--- src/rtl/io_port_unit.sv ---
// I/O port stage behind the control unit: OUT writes queue in a small TX FIFO
// drained over valid/ready, and a single RX holding byte is returned on IN reads.
module io_port_unit #(
    parameter int DATA_W = 8,
    parameter int DEPTH  = 4
) (
    input  logic                     clk,
    input  logic                     reset,
    input  logic                     io_enable,
    input  logic                     io_write_enable,
    input  logic [DATA_W-1:0]        wr_data,
    output logic [DATA_W-1:0]        rd_data,
    output logic                     rd_valid,
    output logic [DATA_W-1:0]        port_out_data,
    output logic                     port_out_valid,
    input  logic                     port_out_ready,
    input  logic [DATA_W-1:0]        port_in_data,
    input  logic                     port_in_valid,
    output logic                     port_in_ready,
    output logic                     tx_full,
    output logic [$clog2(DEPTH):0]   tx_count,
    input  logic                     clr_flags,
    output logic                     tx_overflow,
    output logic                     rx_underflow
);

    localparam int PTR_W = $clog2(DEPTH);
    localparam int CNT_W = PTR_W + 1;

    logic [DATA_W-1:0] r_mem [DEPTH];
    logic [PTR_W-1:0]  r_wrPtr;
    logic [PTR_W-1:0]  r_rdPtr;
    logic [CNT_W-1:0]  r_count;
    logic [DATA_W-1:0] r_rxData;
    logic              r_rxFull;
    logic [DATA_W-1:0] r_rdData;
    logic              r_rdValid;
    logic              r_txOverflow;
    logic              r_rxUnderflow;

    logic w_writeReq;
    logic w_readReq;
    logic w_full;
    logic w_pop;
    logic w_push;
    logic w_drop;
    logic w_capture;

    assign w_writeReq = io_enable & io_write_enable;
    assign w_readReq  = io_enable & ~io_write_enable;
    assign w_full     = (r_count == CNT_W'(DEPTH));
    assign w_pop      = (r_count != '0) & port_out_ready;
    // A write into a full FIFO still lands if the head leaves in the same cycle.
    assign w_push     = w_writeReq & (~w_full | w_pop);
    assign w_drop     = w_writeReq & ~w_push;
    assign w_capture  = port_in_valid & ~r_rxFull;

    always_ff @(posedge clk) begin
        if (w_push) begin
            r_mem[r_wrPtr] <= wr_data;
        end
    end

    always_ff @(posedge clk or posedge reset) begin
        if (reset) begin
            r_wrPtr <= '0;
            r_rdPtr <= '0;
            r_count <= '0;
        end else begin
            if (w_push) begin
                r_wrPtr <= r_wrPtr + PTR_W'(1);
            end
            if (w_pop) begin
                r_rdPtr <= r_rdPtr + PTR_W'(1);
            end
            if (w_push && !w_pop) begin
                r_count <= r_count + CNT_W'(1);
            end else if (w_pop && !w_push) begin
                r_count <= r_count - CNT_W'(1);
            end
        end
    end

    // Capture and read-release never collide: capture needs the holder empty,
    // release needs it full.
    always_ff @(posedge clk or posedge reset) begin
        if (reset) begin
            r_rxData  <= '0;
            r_rxFull  <= 1'b0;
            r_rdData  <= '0;
            r_rdValid <= 1'b0;
        end else begin
            r_rdValid <= w_readReq;
            if (w_capture) begin
                r_rxData <= port_in_data;
                r_rxFull <= 1'b1;
            end else if (w_readReq && r_rxFull) begin
                r_rxFull <= 1'b0;
            end
            if (w_readReq) begin
                r_rdData <= r_rxFull ? r_rxData : '0;
            end
        end
    end

    always_ff @(posedge clk or posedge reset) begin
        if (reset) begin
            r_txOverflow  <= 1'b0;
            r_rxUnderflow <= 1'b0;
        end else begin
            if (w_drop) begin
                r_txOverflow <= 1'b1;
            end else if (clr_flags) begin
                r_txOverflow <= 1'b0;
            end
            if (w_readReq && !r_rxFull) begin
                r_rxUnderflow <= 1'b1;
            end else if (clr_flags) begin
                r_rxUnderflow <= 1'b0;
            end
        end
    end

    assign port_out_data  = r_mem[r_rdPtr];
    assign port_out_valid = (r_count != '0);
    assign tx_full        = w_full;
    assign tx_count       = r_count;
    assign port_in_ready  = ~r_rxFull;
    assign rd_data        = r_rdData;
    assign rd_valid       = r_rdValid;
    assign tx_overflow    = r_txOverflow;
    assign rx_underflow   = r_rxUnderflow;

endmodule

--- config.mk ---
export PLATFORM = sky130hd
export DESIGN_NAME = io_port_unit
export DESIGN_NICKNAME = d
export VERILOG_FILES = /design/src/rtl/io_port_unit.sv
export SDC_FILE = /design/constraint.sdc
export NUM_CORES = 1
export LEC_CHECK = 0
export ABC_AREA = 1
export BUFFER_PORTS_ARGS = -buffer_cell sky130_fd_sc_hd__buf_4
export CAP_MARGIN = 30
export CORE_ASPECT_RATIO = 1.75
export CORE_UTILIZATION = 40
export DETAILED_ROUTE_END_ITERATION = 7
export PLACE_DENSITY = 0.62
export RECOVER_POWER = 100
export SYNTH_ARGS = -nofsm -noshare
export SYNTH_HDL_FRONTEND = slang
export SYNTH_SLANG_ARGS = --single-unit
export TNS_END_PERCENT = 5
--- constraint.sdc ---
create_clock -name clk -period 1.7 [get_ports clk]
set_input_delay 0.085 -clock clk [delete_from_list [all_inputs] [get_ports clk]]
set_output_delay 0.085 -clock clk [all_outputs]
set_load 0.1 [all_outputs]
==> results.cfg <==
[logic_synthesis]
ys_warn_count = 0
syn-num-nets = 257
ys_seq_area_share_pct = 64.1
synthesis.area_um2 = 2550
synth_cells = 228
ys_seq_elements = 59
synth_cell_types = 25
syn_avg_cell_area_um2 = 11.2

[worst_setup_path]
end_kind = flip-flop
required_ns = 1.92
arrival_ns = 1.99
r2r-start = tx_count[0]$_DFFE_PP0P_
reg2reg_to = tx_count[1]$_DFFE_PP0P_
path_max_fanout = 3
r2r_slack_ns = -0.07
path_class = flip-flop to flip-flop
cp-endpoint = tx_count[1]$_DFFE_PP0P_
r2r_cells = 9
crit_start = tx_count[0]$_DFFE_PP0P_
cp-start-kind = flip-flop

[final_layout]
area_growth_pct = 36.0
final_common_cell = nand2_1
nets = 342
final_cell_mix = nand2_1 (41), edfxtp_1 (32), buf_4 (29)
diodes = 0
final_util_pct = 56.2
instances_no_fill = 398
fin_area_um2 = 3470
drive_gt1_share_pct = 32.4

[floorplanning]
die-width_um = 62.4
rows = 38
die_h_um = 108
die-area_um2 = 6710
coreArea_um2 = 6180
initial_core_util_pct = 41.3
ios = 48

[clock_tree]
cts_buffers = 9
cts_buffer_depth = 2
h-tree-depth = 3
clkLatencyLatePin_ns = 0.33
path_clk_slew_ns = 0.07
cts_tree = built
cts_root_buffer = clkbuf_8
cts_sinks = 59

[sta]
finalCriticalPeriod_ns = 1.77
fin_ws_ns = -0.0706
fmax_mhz = 565
clock_skew_ns = 0.00417
setup_viol = 2
hold_ws_ns = -0.000917
tightest_slew_ns = 0.822
max-slew-margin-rel_pct = 45.0
finalMaxSlewViolations = 0
finalCritPeriodShare_pct = 104
rsz0062_at_grt = yes
hold_viol_final = 1

[pwr]
p_seq_share_pct = 28.0
switchingPower_uw = 3340
p_comb_share_pct = 49.9
p_sw_share_pct = 47.8
leakage_uw = 0.00153
vdd_drop_max_mv = 0.935
power_density_nw_per_um2 = 2010
p_int_uw = 3640
p_clk_share_pct = 22.1

[grt]
antenna_found_initial = 0
grt.total_usage_pct = 16.0
grt_pass1_vias = 1774
grt_max_degree = 28
grt_first_pass_wirelength_um = 7960
grt_overflow = 0

[placement]
pre_cts_slack_ns = -0.114
gp_congestion = 0.762
dp.cells = 360
io_buffers = 47
dpl-instance-area_um2 = 3040
hpwl_um = 3320

[drt]
vias_per_cell = 4.53
drc = 0
drt-initial-drc-count = 22
antenna_left = 0
vias = 1804
wl_per_cell_um = 12.0
firstDrtPassIters = 4
routed_wl_um = 4790

[outcome]
violations = hold timing, setup timing
status = finished, violations left

[run]
cap_viol_max_count = 0

[min_path]
hold_path.class = input port to flip-flop
[worst min-delay path by stage]
stage | start | end | depth (start not counted)
2_1_floorplan | reset | r_rdPtr[0]$_DFFE_PP0P_ | 1
3_3_place_gp | reset | tx_count[0]$_DFFE_PP0P_ | 3
3_5_place_dp | reset | tx_count[0]$_DFFE_PP0P_ | 3
4_1_cts | port_out_ready | r_rdPtr[1]$_DFFE_PP0P_ | 3
5_1_grt | port_in_valid | r_rxFull$_DFFE_PP0P_ | 3
6_report | port_in_valid | r_rxFull$_DFFE_PP0P_ | 3
[state kept, by name (all words and copies together), names as in the netlist, 2 cells and up]
name	cells
r_rxData	8
rd_data	8
r_rdPtr	2
r_wrPtr	2
tx_count	3
r_mem	32
[worst max-delay path, cell delays in order, from the launching register on]
cell and delay, ns:
dfrtp_4 0.49, nor2_4 0.19, nand3_2 0.10, nand2_2 0.09, inv_2 0.05, ha_4 0.15
inv_2 0.06, fa_2 0.43, nand2_1 0.06, nand2_1 0.04
[layer usage]
metal,part of all wire [%],track usage [%],routed length (um),vias to the layer above
li1,-,-,-,916
met1,36,15.6,1730,835
met2,58,30.0,2780,46
met3,4.1,4.13,194,7
met4,1.6,8.97,76,0
met5,0,0,0,-
[cell families after synthesis]
family / share of synthesized area, %
AOI/OAI and AO/OA: 7.55
adders and majority gates: 3.24
DFF: 64.1
and+or+nand+nor: 16.8
buffers and inverters: 7.95
xor gates and xnor gates: 0.343
[power groups by stage]
stage	combinational, uW	clock [uW]	sequential [uW]
floorplan	2160	0	2560
global placement	3390	0	1970
detailed placement	3410	0	1970
CTS	3490	1580	1950
global route	3710	1630	1980
finish	3490	1540	1960
[layout make-up]
class / count / area [um^2]
Clock buffer: 9 / 124
Sequential cell: 59 / 1650
Inverter: 27 / 120
Fill cell: 574 / 2710
Tap cell: 80 / 100
Multi-Input combinational cell: 136 / 743
Timing Repair Buffer: 80 / 609
Clock inverter: 7 / 125
[through the flow]
stage          setup TNS [ns]  power (uW)
3_3_place_gp           -0.947        5350
4_1_cts                -0.182        7010
5_1_grt                 -1.06        7320
6_report               -0.122        6990
3_5_place_dp            -1.68        5380
2_1_floorplan           -4.21        4720
[cells in the mapped netlist (all sizes together)]
master	instances	area share [%]
o22ai	2	0.49
nand3	10	2.2
inv	27	4.7
ha	5	2.5
nand4	1	0.25
nor2	30	5.0
o21ai	33	7.1
xnor2	1	0.34
buf	6	3.3
dfrtp	27	26
nand2	52	9.2
fa	1	0.78
edfxtp	32	38
nor3	1	0.20
[timing repair]
action | 4_1_cts | 5_1_grt
resized for setup | 8 | 11
buffers inserted | 1 | 2
endpoints found under the hold margin | 70 | 0
setup endpoints to repair | 34 | 18
hold buffers | 19 | 0
pin swaps | 4 | 4
(Power assumes the default switching activity.)
